## src/rtl/pipe_hazard_ctrl.sv

```systemverilog
// Hazard and scheduling controller for the 5-stage pipeline: stalls, flushes, EX forwarding,
// mul/div wait sequencing, fetch wait states and redirect-during-fetch tracking.
module pipe_hazard_ctrl #(
   parameter int REG_AW     = 5,
   parameter int MD_TIMEOUT = 40
) (
   input  logic              clk,
   input  logic              reset_n,
   input  logic [REG_AW-1:0] rs1_D,
   input  logic [REG_AW-1:0] rs2_D,
   input  logic              use_rs1_D,
   input  logic              use_rs2_D,
   input  logic [REG_AW-1:0] rs1_E,
   input  logic [REG_AW-1:0] rs2_E,
   input  logic [REG_AW-1:0] rd_E,
   input  logic              memread_E,
   input  logic [REG_AW-1:0] rd_M,
   input  logic              regwrite_M,
   input  logic [REG_AW-1:0] rd_W,
   input  logic              regwrite_W,
   input  logic              redirect_E,
   input  logic              md_start_E,
   input  logic              md_done,
   input  logic              imem_ready,
   output logic              stall_F,
   output logic              stall_D,
   output logic              flush_D,
   output logic              stall_E,
   output logic              flush_E,
   output logic              flush_M,
   output logic [1:0]        fwd_a_E,
   output logic [1:0]        fwd_b_E,
   output logic              md_timeout,
   output logic [31:0]       perf_stalls
);

   localparam int CW = $clog2(MD_TIMEOUT + 1);

   typedef enum logic {RUN, MD_WAIT} state_t;

   state_t        state_q, state_d;
   logic [CW-1:0] md_cnt_q, md_cnt_d;
   logic          redir_pend_q, redir_pend_d;
   logic          md_timeout_q, md_timeout_d;
   logic [31:0]   perf_q, perf_d;

   logic          load_use;
   logic          c_stall_f, c_stall_d, c_flush_d, c_stall_e, c_flush_e, c_flush_m;
   logic [1:0]    c_fwd_a, c_fwd_b;

   // MEM result is younger than WB, so it wins; x0 never matches a writer.
   function automatic logic [1:0] fwd_sel(input logic [REG_AW-1:0] rs,
                                          input logic [REG_AW-1:0] rdm, input logic wm,
                                          input logic [REG_AW-1:0] rdw, input logic ww);
      if (wm && (rdm != '0) && (rdm == rs))      return 2'b10;
      else if (ww && (rdw != '0) && (rdw == rs)) return 2'b01;
      else                                       return 2'b00;
   endfunction

   assign load_use = memread_E && (rd_E != '0) &&
                     ((use_rs1_D && (rs1_D == rd_E)) || (use_rs2_D && (rs2_D == rd_E)));

   assign c_fwd_a = fwd_sel(rs1_E, rd_M, regwrite_M, rd_W, regwrite_W);
   assign c_fwd_b = fwd_sel(rs2_E, rd_M, regwrite_M, rd_W, regwrite_W);

   always_comb begin
      state_d      = state_q;
      md_cnt_d     = md_cnt_q;
      redir_pend_d = redir_pend_q;
      md_timeout_d = md_timeout_q;
      c_stall_f    = 1'b0;
      c_stall_d    = 1'b0;
      c_flush_d    = 1'b0;
      c_stall_e    = 1'b0;
      c_flush_e    = 1'b0;
      c_flush_m    = 1'b0;
      case (state_q)
         RUN: begin
            if (redirect_E) begin
               c_flush_d    = 1'b1;
               c_flush_e    = 1'b1;
               redir_pend_d = !imem_ready;
            end else if (md_start_E && !md_done) begin
               {c_stall_f, c_stall_d, c_stall_e, c_flush_m} = 4'b1111;
               state_d  = MD_WAIT;
               md_cnt_d = CW'(1);
            end else if (load_use) begin
               c_stall_f = 1'b1;
               c_stall_d = 1'b1;
               c_flush_e = 1'b1;
            end else if (!imem_ready) begin
               c_stall_f = 1'b1;
               c_flush_d = 1'b1;
            end else if (redir_pend_q) begin
               // Fetch returned after a redirect: that word is wrong-path.
               c_flush_d    = 1'b1;
               redir_pend_d = 1'b0;
            end
         end
         MD_WAIT: begin
            if (md_done) begin
               state_d  = RUN;
               md_cnt_d = '0;
            end else if (md_cnt_q == CW'(MD_TIMEOUT - 1)) begin
               md_timeout_d = 1'b1;
               state_d      = RUN;
               md_cnt_d     = '0;
            end else begin
               {c_stall_f, c_stall_d, c_stall_e, c_flush_m} = 4'b1111;
               md_cnt_d = md_cnt_q + CW'(1);
            end
         end
         default: state_d = RUN;
      endcase
      perf_d = perf_q + {31'b0, c_stall_f};
   end

   always_ff @(posedge clk) begin
      if (!reset_n) begin
         state_q      <= RUN;
         md_cnt_q     <= '0;
         redir_pend_q <= 1'b0;
         md_timeout_q <= 1'b0;
         perf_q       <= '0;
      end else begin
         state_q      <= state_d;
         md_cnt_q     <= md_cnt_d;
         redir_pend_q <= redir_pend_d;
         md_timeout_q <= md_timeout_d;
         perf_q       <= perf_d;
      end
   end

   assign stall_F     = reset_n & c_stall_f;
   assign stall_D     = reset_n & c_stall_d;
   assign flush_D     = reset_n & c_flush_d;
   assign stall_E     = reset_n & c_stall_e;
   assign flush_E     = reset_n & c_flush_e;
   assign flush_M     = reset_n & c_flush_m;
   assign fwd_a_E     = reset_n ? c_fwd_a : 2'b00;
   assign fwd_b_E     = reset_n ? c_fwd_b : 2'b00;
   assign md_timeout  = reset_n & md_timeout_q;
   assign perf_stalls = perf_q;

endmodule

```

## config.mk

```make
export PLATFORM = sky130hd
export DESIGN_NAME = pipe_hazard_ctrl
export DESIGN_NICKNAME = d
export VERILOG_FILES = /design/src/rtl/pipe_hazard_ctrl.sv
export SDC_FILE = /design/constraint.sdc
export NUM_CORES = 1
export LEC_CHECK = 0
export ABC_AREA = 1
export ABC_CLOCK_PERIOD_IN_PS = 3500
export BUFFER_PORTS_ARGS = -buffer_cell sky130_fd_sc_hd__buf_2
export CAP_MARGIN = 15
export CORE_MARGIN = 2
export CORE_UTILIZATION = 30
export DETAILED_ROUTE_END_ITERATION = 10
export GPL_TIMING_DRIVEN = 0
export PLACE_DENSITY = 0.63
export SLEW_MARGIN = 15
export SYNTH_ARGS = -nofsm -noshare
export SYNTH_HDL_FRONTEND = slang
export SYNTH_SLANG_ARGS = --single-unit
```

## constraint.sdc

```tcl
create_clock -name clk -period 3.5 [get_ports clk]
set_clock_uncertainty 0.15 [all_clocks]
set_input_delay 0.525 -clock clk [delete_from_list [all_inputs] [get_ports clk]]
set_output_delay 0.525 -clock clk [all_outputs]
set_load 0.03 [all_outputs]
```

==> results by group <==
Outcome
  – Status: complete, no violations

Floorplan
  – Core area: roughly 0.0087 mm²
  – Initial Utilization: 0.3071
  – Die area: between 0.009 and 0.01 mm²
  – Std-Cell Rows: 34
  – I/O pins: 89
  – Die Span X: 98.25 µm
  – Height of the die: 98.25 µm

Worst setup path
  – Critical Path RT: 3.57 ns
  – Critical Path Sink Type: flip-flop
  – Crit Path Max Fanout: 7
  – Crit Path Category: reg2reg
  – Crit path DAT: ~3 ns
  – R2R Setup Slk: 0.50 ns
  – Startpoint Class: flip-flop

Route
  – WL final: 7017 µm
  – WL/cell: 11.52 µm
  – Met2 Wirelength: 3400 µm
  – Met3 routed WL: 345 µm
  – Via count: 2827
  – DRT met1 WL: 3161 µm
  – Drt first-iter violations: between 80 and 90
  – DR vias/cell: 4.642
  – Final ANT Viol Nets: 0
  – Initial DRT Pass Iterations: 5
  – Top Layer Used: met4
  – Drc violations: 0

Power
  – Sequential share of power: 0.514
  – Sw Share: 0.2791
  – PnR Total Power: 0.9242 mW
  – P_sw: 0.2580 mW
  – Internal Dissipation: 0.6663 mW
  – Power density over the cells: 278.1 mW/mm²
  – Logic pwr share: 0.155
  – Clock share of power: 0.331
  – Leakage: 1.521 nW
  – Peak supply drop: 0.1524 mV

Finish
  – Layout overhead on the synthesized area: 24.69%
  – Final Instance Area: 0.003323 mm²
  – Layout Nets: 549
  – Fillers: 970
  – # diodes: 0
  – Share of cells above drive strength 1: 0.2395

Clock network
  – CTS tree: built
  – Hold Buf Count CTS: 0
  – CTS root buf: clkbuf_8
  – Setup Buffers After CTS: 0
  – CTS Buffer Depth: 2
  – Clk slew on worst S/H paths: approximately 0.080 ns
  – Clk sinks: 41
  – Clk_lat worst skew: 0.29 ns
  – Post-cts resize count: 0
  – H-tree Lvls: 2
  – CTS Buf Count: 5

Placed design
  – IO buf count: 88
  – Dpl hpwl: approximately 5700 µm
  – Placed instance area: 0.003241 mm²
  – GP Congestion: 0.8559

Yosys
  – Register area share after synthesis: 0.3080
  – Adder-Cell Fraction of Synth Area: 0.01408
  – Most area-consuming cells after synthesis: dfxtp_1, nand2_1, nor2_1
  – Area of the mapped netlist: 0.002665 mm²
  – Share of the synthesized area in the top cell type: 0.3080
  – Syn Inst Count: 405
  – Synthesis warning total: 0
  – Avg Synthesized Cell Area: 6.580 µm²
  – Post-Synth Simple-Gate Area: 0.4075
  – Syn_nets: 454
  – Seq cells post-synth: 41
  – Compound-gate portion of the synthesized area: 0.1005
  – Post-synth EDFFs: 0
  – Synth area leader: dfxtp_1
  – Cell variety after synth: 36
  – Ys flop type: dfxtp_1
  – Synth Area in XOR/XNOR: 0.08545
  – Multiplexer share of the synthesized area: 0
  – Largest family of logic cells by synthesized area: simple AND/OR/NAND/NOR gates
  – Asr flop ratio synth: 0

Timing
  – Final hold violations: 0
  – Final worst path period share: 0.8581
  – Period minus WS final: 3.004 ns
  – Slew Limit Fails: 0
  – Fmax: 332.9 MHz
  – Setup tns final: 0 ns
  – Slew headroom: 0.5876
  – Pin slew with the least headroom to its limit: ~0.62 ns
  – RSZ-0062 raised after global routing: no
  – Final number of setup-violating endpoints: 0

GRT
  – Total GRT Usage: 0.1467
  – Remaining global-route overflow: 0
  – First-pass GRT wire length: roughly 12000 µm
  – Initial antenna violation count: 0
  – Largest net degree at the start of global routing: 13
  – Vias in the first global route: 2649

Flow run
  – Max-cap violations: 0

Min path
  – HP Class: reg2reg
[registers in the layout, indices dropped and copies added (netlist names)]
| name | count |
|---|---|
| perf_stalls | 32 |
| md_cnt_q | 6 |
| md_timeout_q | 1 |
| redir_pend_q | 1 |
| state_q | 1 |
[placed cells by master (no fill, tap or decap), types with 10 or more instances in the layout]
cell type,instances
nand2_1,104
buf_2,88
nor2_1,55
inv_1,49
dfxtp_1,41
a21oi_1,26
nand3_1,17
xor2_1,14
xnor2_1,12
nand4_1,10
[cell type report]
class	instances	area [µm²]	share of cell area
multi-input combinational	305	1619	0.4872
clock buffer	6	72.57	0.02184
tap	108	135.1	0.04066
sequential	41	820.8	0.2470
inverter	54	202.7	0.06099
timing repair buffer	88	440.4	0.1325
buffer	5	22.52	0.006777
clock inverter	2	10.01	0.003012
[path summary, 6_finish.rpt]
check | startpoint | endpoint | cells past startpoint
setup / recovery | state_q$_SDFF_PN0_ | perf_stalls[28]$_SDFF_PN0_ | 19
hold / removal | redir_pend_q$_SDFFE_PN0P_ | redir_pend_q$_SDFFE_PN0P_ | 2
setup reg to reg | state_q$_SDFF_PN0_ | perf_stalls[28]$_SDFF_PN0_ | 19
hold reg to reg | redir_pend_q$_SDFFE_PN0P_ | redir_pend_q$_SDFFE_PN0P_ | 2
[per-stage QoR]
| step | std cells | util | worst slack [ns] | hold slack [ns] |
|---|---|---|---|---|
| floorplan | 405 | - | 0.7408 | 0.2641 |
| global placement | 601 | 0.3734 | 0.2654 | 0.2963 |
| detailed placement | 601 | 0.3734 | 0.2747 | 0.3123 |
| CTS | 609 | 0.3829 | 0.4802 | 0.3096 |
| global route | 609 | 0.3829 | 0.1777 | 0.3139 |
| finish | 609 | 0.3829 | 0.4965 | 0.3204 |
[cell families after synthesis]
kind of cell / after synthesis
adders and majority gates: 3
buffers and inverters: 59
DFF: 41
and+or+nand+nor: 228
AOI/OAI and AO/OA: 48
xor gates and xnor gates: 26
[metal layers]
layer  GRT usage  vias up
met3     0.02649       10
li1            -     1490
met5           0        -
met2      0.2497       69
met1      0.1870     1258
met4     0.05058        0
[worst max-delay path, cell delays in order, from the launching register on]
cell,delay [ns]
dfxtp_1,0.43
inv_1,0.10
o21ai_0,0.08
nand2_1,0.17
inv_1,0.19
a21oi_1,0.06
nand2_1,0.08
inv_1,0.06
a21oi_1,0.14
ha_1,0.20
ha_1,0.19
nand2_2,0.07
inv_2,0.09
nand3_4,0.13
nor2_8,0.17
nand2_4,0.10
nor2_4,0.11
nand2_1,0.09
or2_0,0.20
a21oi_1,0.13
[cell usage after synthesis, types with 4 or more instances]
| master | instances |
|---|---|
| o21ai_0 | 9 |
| nand3_1 | 17 |
| xnor2_1 | 12 |
| nor3_1 | 9 |
| nor2_4 | 6 |
| nor3_2 | 4 |
| clkbuf_1 | 4 |
| nand4_1 | 10 |
| nor2_1 | 55 |
| a21oi_1 | 26 |
| nand2_1 | 104 |
| dfxtp_1 | 41 |
| or2_0 | 7 |
| inv_1 | 49 |
| inv_2 | 5 |
| xor2_1 | 14 |
[power groups by stage]
| stage | Sequential [mW] | Clock (mW) | Combinational, mW |
|---|---|---|---|
| global placement | 0.486 | 0 | 0.143 |
| floorplan | 0.491 | 0 | 0.0782 |
| CTS | 0.475 | 0.318 | 0.145 |
| global route | 0.476 | 0.336 | 0.161 |
| finish | 0.475 | 0.306 | 0.143 |
| detailed placement | 0.486 | 0 | 0.145 |
(Power assumes the default switching activity.)
